### config.mk
export PLATFORM = sky130hd
export DESIGN_NAME = posit_decode_stage_flat
export DESIGN_NICKNAME = d
export VERILOG_FILES = /design/src/rtl/posit_decode_stage_pkg.sv /design/src/rtl/posit_decode_stage_if.sv /design/src/rtl/posit_decode_stage_run_count.sv /design/src/rtl/posit_decode_stage.sv /design/src/flat_wrapper.sv
export SDC_FILE = /design/constraint.sdc
export NUM_CORES = 1
export LEC_CHECK = 0
export ABC_AREA = 0
export CAP_MARGIN = 20
export CELL_PAD_IN_SITES_DETAIL_PLACEMENT = 0
export CELL_PAD_IN_SITES_GLOBAL_PLACEMENT = 1
export CORE_UTILIZATION = 49
export DETAILED_ROUTE_END_ITERATION = 16
export DONT_BUFFER_PORTS = 1
export GPL_TIMING_DRIVEN = 1
export HOLD_SLACK_MARGIN = 0.15
export PLACE_DENSITY = 0.86
export REMOVE_ABC_BUFFERS = 1
export SLEW_MARGIN = 20
export SYNTH_ARGS = -nofsm -noshare
export SYNTH_HDL_FRONTEND = slang
export SYNTH_SLANG_ARGS = --single-unit
### constraint.sdc
create_clock -name clk -period 9.06 [get_ports clk]
set_input_delay 1.812 -clock clk [delete_from_list [all_inputs] [get_ports clk]]
set_output_delay 1.812 -clock clk [all_outputs]
set_load 0.02 [all_outputs]
### src/rtl/posit_decode_stage_pkg.sv
// Shared definitions for the posit decode path: default format, width helpers,
// NaR pattern and the per-word result class used by the second stage.
package posit_decode_stage_pkg;

  localparam int POSIT_N_DEF  = 16;
  localparam int POSIT_ES_DEF = 1;

  typedef enum logic [1:0] {
    CLS_NORMAL = 2'd0,
    CLS_ZERO   = 2'd1,
    CLS_SAT    = 2'd2,
    CLS_NAR    = 2'd3
  } posit_class_e;

  function automatic int clog2_f(input int value);
    int res;
    res = 0;
    for (int i = 0; i < 31; i++) begin
      if ((32'sd1 <<< i) < value) begin
        res = i + 1;
      end else begin
        res = res;
      end
    end
    return res;
  endfunction

  // Signed scale must hold k*2^ES + e for the longest regime in either direction.
  function automatic int scale_width_f(input int n, input int es);
    return clog2_f(n) + es + 2;
  endfunction

  function automatic logic [63:0] posit_nar_f(input int n);
    return 64'd1 << (n - 1);
  endfunction

endpackage

### src/rtl/posit_decode_stage_if.sv
// Valid/ready bus for the posit decode stage: raw posit in, decoded fields out.
interface posit_decode_stage_if #(
  parameter int N = 16,
  parameter int S = 4
);
  logic         in_valid;
  logic         in_ready;
  logic [N-1:0] in_posit;
  logic         out_valid;
  logic         out_ready;
  logic         out_sign;
  logic [N-1:0] out_mant;
  logic [S-1:0] out_shift;
  logic         out_zero;
  logic         out_sat;
  logic         out_nar;

  modport master (
    output in_valid, in_posit, out_ready,
    input  in_ready, out_valid, out_sign, out_mant, out_shift, out_zero, out_sat, out_nar
  );

  modport slave (
    input  in_valid, in_posit, out_ready,
    output in_ready, out_valid, out_sign, out_mant, out_shift, out_zero, out_sat, out_nar
  );
endinterface

### src/rtl/posit_decode_stage_run_count.sv
// Leading-run detector: value of the top bit and how many bits from the top
// repeat it before the first differing bit.
module posit_run_count #(
  parameter int W = 15,
  parameter int S = 4
) (
  input  logic [W-1:0] vec,
  output logic         run,
  output logic [S-1:0] len
);

  logic         done_s;
  logic [S-1:0] cnt_s;

  // Count matching bits from the MSB until the first break
  always_comb begin
    cnt_s  = {S{1'b0}};
    done_s = 1'b0;
    for (int i = W - 1; i >= 0; i--) begin
      if (!done_s && (vec[i] == vec[W-1])) begin
        cnt_s = cnt_s + {{(S-1){1'b0}}, 1'b1};
      end else begin
        done_s = 1'b1;
      end
    end
  end

  assign run = vec[W-1];
  assign len = cnt_s;

endmodule

### src/rtl/posit_decode_stage.sv
// Two-stage posit decoder: stage 1 takes sign/specials/magnitude, stage 2 decodes
// regime, exponent and fraction into a mantissa plus right-shift amount.
module posit_decode_stage
  import posit_decode_stage_pkg::*;
#(
  parameter int N  = POSIT_N_DEF,
  parameter int ES = POSIT_ES_DEF,
  parameter int S  = clog2_f(N),
  parameter int SW = scale_width_f(N, ES)
) (
  input  logic                clk,
  input  logic                rst_n,
  posit_decode_stage_if.slave bus
);

  localparam logic [N-1:0]         NAR_WORD  = N'(posit_nar_f(N));
  localparam logic [N-1:0]         ONE_N     = {{(N-1){1'b0}}, 1'b1};
  localparam logic signed [SW-1:0] ONE_SW    = SW'(1);
  localparam logic signed [SW-1:0] ZERO_SW   = {SW{1'b0}};
  localparam logic signed [SW-1:0] SAT_LIM   = SW'(N - 1);
  localparam logic [S-1:0]         SHIFT_TOP = S'(N - 1);

  logic         adv1_s;
  logic         adv2_s;
  logic         v1_r;
  logic         sign1_r;
  logic         zero1_r;
  logic         nar1_r;
  logic [N-2:0] abs1_r;

  logic         v2_r;
  logic         sign2_r;
  logic [N-1:0] mant2_r;
  logic [S-1:0] shift2_r;
  logic         zero2_r;
  logic         sat2_r;
  logic         nar2_r;

  logic                 run_s;
  logic [S-1:0]         len_s;
  logic [S:0]           skip_s;
  logic [N-2:0]         rem_s;
  logic [ES-1:0]        exp_s;
  logic signed [SW-1:0] len_sw_s;
  logic signed [SW-1:0] exp_sw_s;
  logic signed [SW-1:0] k_s;
  logic signed [SW-1:0] scale_s;
  posit_class_e         cls_s;
  logic [N-1:0]         mant_s;
  logic [S-1:0]         shift_s;
  logic                 zero_s;
  logic                 sat_s;
  logic                 nar_s;

  assign adv2_s       = !v2_r || bus.out_ready;
  assign adv1_s       = !v1_r || adv2_s;
  assign bus.in_ready = adv1_s;

  // Stage 1: sign, special patterns and two's-complement magnitude.
  // For every non-special posit the magnitude's top bit is zero, so only N-1 bits are kept.
  always_ff @(posedge clk or negedge rst_n) begin
    if (!rst_n) begin
      v1_r    <= 1'b0;
      sign1_r <= 1'b0;
      zero1_r <= 1'b0;
      nar1_r  <= 1'b0;
      abs1_r  <= {(N-1){1'b0}};
    end else if (adv1_s) begin
      v1_r <= bus.in_valid;
      if (bus.in_valid) begin
        sign1_r <= bus.in_posit[N-1];
        zero1_r <= (bus.in_posit == {N{1'b0}});
        nar1_r  <= (bus.in_posit == NAR_WORD);
        abs1_r  <= (N-1)'(bus.in_posit[N-1] ? (~bus.in_posit + ONE_N) : bus.in_posit);
      end
    end
  end

  posit_run_count #(.W(N - 1), .S(S)) u_run_count (
    .vec (abs1_r),
    .run (run_s),
    .len (len_s)
  );

  // Stage 2 decode: shifting out regime plus terminator leaves exponent then fraction
  // at the top; a full-length regime shifts everything out, giving e=0 and no fraction.
  always_comb begin
    skip_s   = {1'b0, len_s} + {{S{1'b0}}, 1'b1};
    rem_s    = abs1_r << skip_s;
    exp_s    = rem_s[N-2 -: ES];
    len_sw_s = {{(SW-S){1'b0}}, len_s};
    exp_sw_s = {{(SW-ES){1'b0}}, exp_s};
    k_s      = run_s ? (len_sw_s - ONE_SW) : (ZERO_SW - len_sw_s);
    scale_s  = (k_s <<< ES) + exp_sw_s;

    if (nar1_r) begin
      cls_s = CLS_NAR;
    end else if (zero1_r) begin
      cls_s = CLS_ZERO;
    end else if (scale_s >= SAT_LIM) begin
      cls_s = CLS_SAT;
    end else if (scale_s < ZERO_SW) begin
      cls_s = CLS_ZERO;
    end else begin
      cls_s = CLS_NORMAL;
    end

    mant_s  = {N{1'b0}};
    shift_s = {S{1'b0}};
    zero_s  = 1'b0;
    sat_s   = 1'b0;
    nar_s   = 1'b0;
    case (cls_s)
      CLS_NORMAL: begin
        mant_s  = {1'b1, rem_s[N-2-ES:0], {ES{1'b0}}};
        shift_s = SHIFT_TOP - scale_s[S-1:0];
      end
      CLS_ZERO: zero_s = 1'b1;
      CLS_SAT:  sat_s  = 1'b1;
      CLS_NAR:  nar_s  = 1'b1;
      default: begin
        mant_s  = {N{1'b0}};
        shift_s = {S{1'b0}};
      end
    endcase
  end

  // Stage 2 register: holds while downstream stalls
  always_ff @(posedge clk or negedge rst_n) begin
    if (!rst_n) begin
      v2_r     <= 1'b0;
      sign2_r  <= 1'b0;
      mant2_r  <= {N{1'b0}};
      shift2_r <= {S{1'b0}};
      zero2_r  <= 1'b0;
      sat2_r   <= 1'b0;
      nar2_r   <= 1'b0;
    end else if (adv2_s) begin
      v2_r <= v1_r;
      if (v1_r) begin
        sign2_r  <= sign1_r;
        mant2_r  <= mant_s;
        shift2_r <= shift_s;
        zero2_r  <= zero_s;
        sat2_r   <= sat_s;
        nar2_r   <= nar_s;
      end
    end
  end

  assign bus.out_valid = v2_r;
  assign bus.out_sign  = sign2_r;
  assign bus.out_mant  = mant2_r;
  assign bus.out_shift = shift2_r;
  assign bus.out_zero  = zero2_r;
  assign bus.out_sat   = sat2_r;
  assign bus.out_nar   = nar2_r;

endmodule
### src/flat_wrapper.sv
// flat-port wrapper written by rule: the top's interface ports become plain ports
module posit_decode_stage_flat import posit_decode_stage_pkg::*;
#(
  parameter int N  = POSIT_N_DEF,
  parameter int ES = POSIT_ES_DEF,
  parameter int S  = clog2_f(N),
  parameter int SW = scale_width_f(N, ES)
)
  (clk, rst_n, bus_in_valid, bus_in_posit, bus_out_ready, bus_in_ready, bus_out_valid, bus_out_sign, bus_out_mant, bus_out_shift, bus_out_zero, bus_out_sat, bus_out_nar);
  posit_decode_stage_if #(.N(N), .S(S)) bus_i ();
  input  logic clk;
  input  logic rst_n;
  input wire logic [$bits(bus_i.in_valid)-1:0] bus_in_valid;
  input wire logic [$bits(bus_i.in_posit)-1:0] bus_in_posit;
  input wire logic [$bits(bus_i.out_ready)-1:0] bus_out_ready;
  output wire logic [$bits(bus_i.in_ready)-1:0] bus_in_ready;
  output wire logic [$bits(bus_i.out_valid)-1:0] bus_out_valid;
  output wire logic [$bits(bus_i.out_sign)-1:0] bus_out_sign;
  output wire logic [$bits(bus_i.out_mant)-1:0] bus_out_mant;
  output wire logic [$bits(bus_i.out_shift)-1:0] bus_out_shift;
  output wire logic [$bits(bus_i.out_zero)-1:0] bus_out_zero;
  output wire logic [$bits(bus_i.out_sat)-1:0] bus_out_sat;
  output wire logic [$bits(bus_i.out_nar)-1:0] bus_out_nar;
  assign bus_i.in_valid = bus_in_valid;
  assign bus_i.in_posit = bus_in_posit;
  assign bus_i.out_ready = bus_out_ready;
  assign bus_in_ready = bus_i.in_ready;
  assign bus_out_valid = bus_i.out_valid;
  assign bus_out_sign = bus_i.out_sign;
  assign bus_out_mant = bus_i.out_mant;
  assign bus_out_shift = bus_i.out_shift;
  assign bus_out_zero = bus_i.out_zero;
  assign bus_out_sat = bus_i.out_sat;
  assign bus_out_nar = bus_i.out_nar;
  posit_decode_stage #(.N(N), .ES(ES), .S(S), .SW(SW)) u_core (.clk(clk), .rst_n(rst_n), .bus(bus_i));
endmodule
# Yosys cells after proc, flatten, opt, wreduce, memory -nomap -nowiden
# Index checks and enable logic that the tools add are counted.
dict set report op_classes {
  addsub 19
  mul 0
  div 0
  n_lt_le_gt_ge 2
  eq_ne 18
  shifts 1
  muxes 38
  n_bitwise 1
  n_reduce_logical 33
}
# op n
set op_table {}
lappend op_table {{4-bit two-way mux} 14}
lappend op_table {{4-bit by 1-bit adder with 4-bit output, second input constant} 12}
lappend op_table {{1-bit two-way mux} 17}
lappend op_table {{16-bit == test, second input constant} 1}
lappend op_table {{16-bit zero test} 1}
lappend op_table {{16-bit two-way mux} 1}
lappend op_table {{15-bit by 1-bit adder with 15-bit output, second input constant} 1}
lappend op_table {{15-bit two-way mux} 1}
lappend op_table {{15-bit NOT} 1}
lappend op_table {{15-bit by 5-bit << shifter with 15-bit output} 1}
lappend op_table {{1-bit == test} 14}
lappend op_table {{1-bit zero test} 14}
lappend op_table {{1-bit logical AND} 13}
lappend op_table {{2-bit two-way mux} 4}
lappend op_table {{7-bit by 2-bit adder with 7-bit output} 1}
lappend op_table {{7-bit by 5-bit greater-or-equal comparator with 1-bit output, second input constant} 1}
lappend op_table {{7-bit by 1-bit < comparator with 1-bit output, second input constant} 1}
lappend op_table {{6-bit two-way mux} 1}
lappend op_table {{4-bit by 1-bit adder with 5-bit output, second input constant} 1}
lappend op_table {{1-bit by 4-bit subtractor with 5-bit output, first input constant} 1}
lappend op_table {{4-bit by 1-bit subtractor with 5-bit output, second input constant} 1}
lappend op_table {{2-bit == test, second input constant} 2}
lappend op_table {{2-bit AND reduction} 2}
lappend op_table {{4-bit subtractor, first input constant} 1}
lappend op_table {{other kinds (4)} 5}
dict set report totals {
  ff_bits 44
  latchBits 0
  mem_bits_rw 0
  mem_bits_ro 0
  output_inout_bits 26
  word_cells 124
  n_memories 0
}

# Longest topological paths before layout
dict set report depth {
  word_depth 49
  ltp_mapped 30
}

# By module
# From an unflattened synthesis, not the netlist that was laid out.
dict set report hier_totals {
  cells_unflattened 428
  hier_area_um2 3602.2
}
# mod instances cells_per_inst area_each_um2
set by_module_without_submodules {}
lappend by_module_without_submodules {posit_decode_stage 1 273 2633.8}
lappend by_module_without_submodules {posit_run_count 1 155 968.4}

# Least setup slack after synthesis
# OpenSTA, ideal clock, no wires.
dict set report synth_timing {
  path_kind {register to register}
  start {reg u_core.abs1_r[14]}
  end {reg u_core.mant2_r[10] (netlist: u_core.bus.out_mant[10])}
  t_arrival_ps 6286
  t_required_ps 8939
  path_slack_ps 2653
  stages_incl_launch_ff 30
  path_buffers 4
  synth_period_minus_slack_ps 6407
  path_cell_list {dfrtp_1 -> buf_6 -> or4_1 -> o22ai_2 -> and2_1 -> buf_2 -> a21oi_1 -> or2_2 -> ha_1 -> nor3_1 -> o21ai_0 -> nand2_1 -> o31ai_1 -> ha_1 -> mux2i_1 -> nor2_1 -> o41a_1 -> ha_1 -> mux2i_1 -> ha_1 -> clkbuf_1 -> inv_1 -> clkbuf_1 -> a211oi_1 -> a31oi_1 -> o221ai_1 -> mux2_4 -> mux2_4 -> o21a_4 -> a22o_1}
}
dict set report synth_between {
  elab_chain_len 49
}
# item line
set synth_rtl {}
lappend synth_rtl {{start: declaration} posit_decode_stage.sv:29} ;# logic [N-2:0] abs1_r;
lappend synth_rtl {{start signal: assignment} posit_decode_stage.sv:67} ;# abs1_r <= {(N-1){1'b0}};
lappend synth_rtl {{start signal: assignment} posit_decode_stage.sv:74} ;# abs1_r <= (N-1)'(bus.in_posit[N-1] ? (~bus.in_posit + ONE_N) : bus.in_posit);
lappend synth_rtl {{parallel branches: the longest is 48 deep, another holds 4-bit by 1-bit adder with 4-bit output} -}
lappend synth_rtl {{16-bit two-way mux *} posit_decode_stage.sv:113} ;# case (cls_s)
lappend synth_rtl {{end signal: assignment} posit_decode_stage.sv:133} ;# mant2_r <= {N{1'b0}};
lappend synth_rtl {{end signal: assignment} posit_decode_stage.sv:142} ;# mant2_r <= mant_s;
lappend synth_rtl {{end: declaration} posit_decode_stage.sv:33} ;# logic [N-1:0] mant2_r;
# Every way passes the cells marked *.
# A chain may end at the register's enable or synchronous reset.

# Final worst setup path
dict set report layout_timing {
  start {reg u_core.abs1_r[14]}
  end {reg u_core.mant2_r[9] (netlist: u_core.bus.out_mant[9])}
}
# Same word-level chain as after synthesis.

==> flow_metrics.tcl <==
set metrics [dict create \
    min_period_ns 7.66 \
    rsz0062_at_grt "no" \
    maxCapViolations 0 \
    port_buffers 0 \
    clk_latency_ns 0.31 \
    p_leak_nw 1.71 \
    post-cts-setup-buffers 0 \
    drive_gt1_frac 0.0828 \
    cts_max_path_buffers 2 \
    synth_seq_area_share 0.282 \
    path_class "reg -> reg" \
    diodes 0 \
    status "finished, final reports clean" \
    power.switching_uw 459 \
    numCtsBuffers 5 \
    clockRootBuffer "clkbuf_8" \
    r2r-start "u_core.abs1_r[14]" \
    post-synth-top-area-fraction 0.282 \
    hold_class "reg -> reg" \
    hold_buffers 0 \
    grt_usage 0.235 \
    synthFlopType "dfrtp_1" \
    nNetsFinal 477 \
    cts_resized 0 \
    syn_area_mm2 0.00381 \
    synth.largest_area_cell "dfrtp_1" \
    synthCells 463 \
    yosysWarnings 0 \
    h-tree-depth 2 \
    ir_drop_mv 0.107 \
    core_area_mm2 0.00737 \
    grt_max_degree 44 \
    met2_usage 0.391 \
    critPathArrivalTime_ns 7.86 \
    drv_slew 0 \
    end_kind "flip-flop" \
    die_h_um 90.2 \
    combPwrFrac 0.550 \
    drt-pass1-iter-count 5 \
    dp_hpwl_mm 6.85 \
    path_max_fanout 35 \
    synth.distinct_cells 69 \
    postRouteAntennaNets 0 \
    rr_endpoint "u_core.bus.out_mant[9]" \
    finalPower_uw 978 \
    rows 31 \
    tightest_slew_ns 1.05 \
    critPathLaunch "u_core.abs1_r[14]" \
    synthArstFlopShare 1.00 \
    die_x_um 90.2 \
    start_util 0.517 \
    ios 46 \
    grt_pass1_vias 3224 \
    vias_per_cell 6.10 \
    synth.area.top_cells "dfrtp_1 28%, mux2i_1 8.1%, nand2_1 7.5%, o21ai_0 4.6%, ha_1 3.6%" \
    tritoncts "built" \
    start_kind "flip-flop" \
    wire_per_inst_um 17.0 \
    seqPwrFrac 0.322 \
    clock-sinks 43 \
    placed_cells 538 \
    gr-total-overflow 0 \
    cp-endpoint "u_core.bus.out_mant[9]" \
    grt_pass1_wl_mm 15.6 \
    hold_violations 0 \
    dieArea_mm2 0.00813 \
    fmax_ghz 0.131 \
    p_clk_frac 0.128 \
    p_int_uw 519 \
    vias 3329 \
    antenna_found_initial 0 \
    switching_share 0.469 \
    setup_viol 0 \
    drcViolationCount 0 \
    clock_skew_ns 0.0104 \
    grt.busiest_layer "met2" \
    global_route.usage.met3 0.0372 \
    r2r_setup_slack_ns 1.40 \
    synth-edff-count 0 \
    clk_pin_slew_worst_paths_ns 0.09 \
    slew-limit-headroom 0.303 \
    required_ns 9.26 \
    synth.avg_cell_area_um2 8.23 \
    first_iter_violations 173 \
    finalCritPeriodShare 0.846 \
    worst_r2r_path_depth 23 \
    routabilityCongestion 0.942 \
    grt_util_met1 0.321 \
    synth-seq-cells 43 \
    finalWirelength_mm 9.26 \
    powerDensity_mw_per_mm2 249 \
    finalNonFillerCells 546 \
    timing.setup.tns_ns 0 \
    area_delta_synth_final_pct 2.89 \
]
metal layers:
metal  routed length (um)  part of all wire  vias up
met3                  484             0.052        8
met1                 4390              0.47     1583
met2                 4280              0.46      106
met5                    0                 0        -
met4                  103             0.011        0
li1                     -                 -     1632
cells by family (layout without fill, tap and decap cells):
kind of cell,after synthesis,count (layout),share of synthesized area
AND/OR/NAND/NOR,183,183,0.239
AO/OA/AOI/OAI,119,119,0.218
flip-flops,43,43,0.282
multiplexers,41,41,0.113
buffers and inverters,40,24,0.0446
XOR/XNOR,25,25,0.0666
adder cells (fa/ha/maj),11,11,0.0361
other,1,1,0.000984
worst max-delay path, cell delays in order, from the launching register on:
cell and delay, ns:
dfrtp_1 1.04, nand4_1 0.34, o22ai_2 0.30, and2_1 0.48, a21oi_1 0.12, ha_1 0.39
o21bai_1 0.14, and2_1 0.18, a21boi_0 0.10, ha_1 0.36, nor2_1 0.05, a221oi_1 0.30
a21oi_1 0.13, o41a_1 0.42, ha_1 0.29, mux2i_1 0.33, ha_1 0.50, inv_1 0.43
mux2_2 0.42, or2b_1 0.24, a32o_1 0.29, mux2_4 0.28, o21a_4 0.22, a22o_1 0.18
metrics by stage:
| step | cell area (um2) | hold WS, ns | setup slack, ns | utilization |
|---|---|---|---|---|
| finish | 3920 | 0.482 | 1.40 | 0.532 |
| global route | 3920 | 0.492 | 0.885 | 0.532 |
| CTS | 3910 | 0.484 | 1.48 | 0.531 |
| detailed placement | 3830 | 0.461 | 1.52 | 0.520 |
| global placement | 3830 | 0.462 | 1.71 | 0.520 |
| floorplan | 3700 | 0.439 | 2.30 | - |
cell usage in the layout, fill, tap and decap left out, types with 4 or more instances in the layout:
cell      Yosys  layout
nand2_1      76      76
dfrtp_1      43      43
o21ai_0      35      35
mux2i_1      31      31
nor2_1       22      22
a21oi_1      16      16
xor2_1       15      15
inv_1        14      14
nand3_1      13      13
ha_1         11      11
and2_1       10      10
a22o_1       10      10
nor3_1        9       9
mux2_2        8       8
o31ai_1       8       8
nand2b_1      7       7
xnor2_1       8       7
or2_2         6       6
and3_1        6       6
or4_1         5       5
o211ai_1      5       5
or3_1         5       5
nor2b_1       5       5
clkbuf_8      0       5
nand4_1       4       4
a32o_1        4       4
o21a_1        4       4
worst min path at each step:
stage	start	endpoint	slack [ns]	cells past startpoint
CTS	u_core.sign1_r	u_core.sign1_r	0.48	2
global placement	u_core.sign1_r	u_core.bus.out_sign	0.46	2
detailed placement	u_core.sign1_r	u_core.bus.out_sign	0.46	2
floorplan	u_core.sign1_r	u_core.bus.out_sign	0.44	2
finish	u_core.sign1_r	u_core.sign1_r	0.48	2
global route	u_core.sign1_r	u_core.sign1_r	0.49	2
power by group through the flow:
stage          sequential, mW  clock [mW]  combinational [mW]
4_1_cts                 0.315       0.128               0.532
3_3_place_gp            0.317           0               0.523
3_5_place_dp            0.319           0               0.529
5_1_grt                 0.321       0.136               0.596
2_1_floorplan           0.301           0               0.435
6_report                0.315       0.125               0.538
layout make-up:
class | instances | area [um2]
Fill cell | 717 | 3450
Multi-Input combinational cell | 380 | 2570
Sequential cell | 43 | 1080
Tap cell | 99 | 124
Clock buffer | 6 | 72.6
Inverter | 15 | 56.3
Clock inverter | 2 | 12.5
Timing Repair Buffer | 1 | 7.51
state kept, by name, summed over array words and instances, names as in the netlist:
name,cells
u_core.nar1_r,1
u_core.bus.out_sat,1
u_core.bus.out_shift,4
u_core.v1_r,1
u_core.bus.out_sign,1
u_core.sign1_r,1
u_core.bus.out_valid,1
u_core.zero1_r,1
u_core.bus.out_mant,15
u_core.bus.out_zero,1
u_core.bus.out_nar,1
u_core.abs1_r,15
cell usage after synthesis (3+ instances only):
master,instances
dfrtp_1,43
or4_1,5
o22ai_1,3
a211oi_1,3
xnor2_1,8
nand2_1,76
nor2b_1,5
xor2_1,15
nor2_1,22
nand2b_1,7
o21a_1,4
o211ai_1,5
a22o_1,10
a21boi_0,3
and3_1,6
o21ai_1,3
nand3_1,13
ha_1,11
a211o_1,3
or3_1,5
a21oi_1,16
o21ai_0,35
or2_2,6
clkbuf_1,19
nand4_1,4
a21o_1,3
and2_1,10
nor3b_1,3
a32o_1,4
inv_1,14
o31ai_1,8
mux2i_1,31
mux2_2,8
nor3_1,9
(Power assumes the default switching activity.)
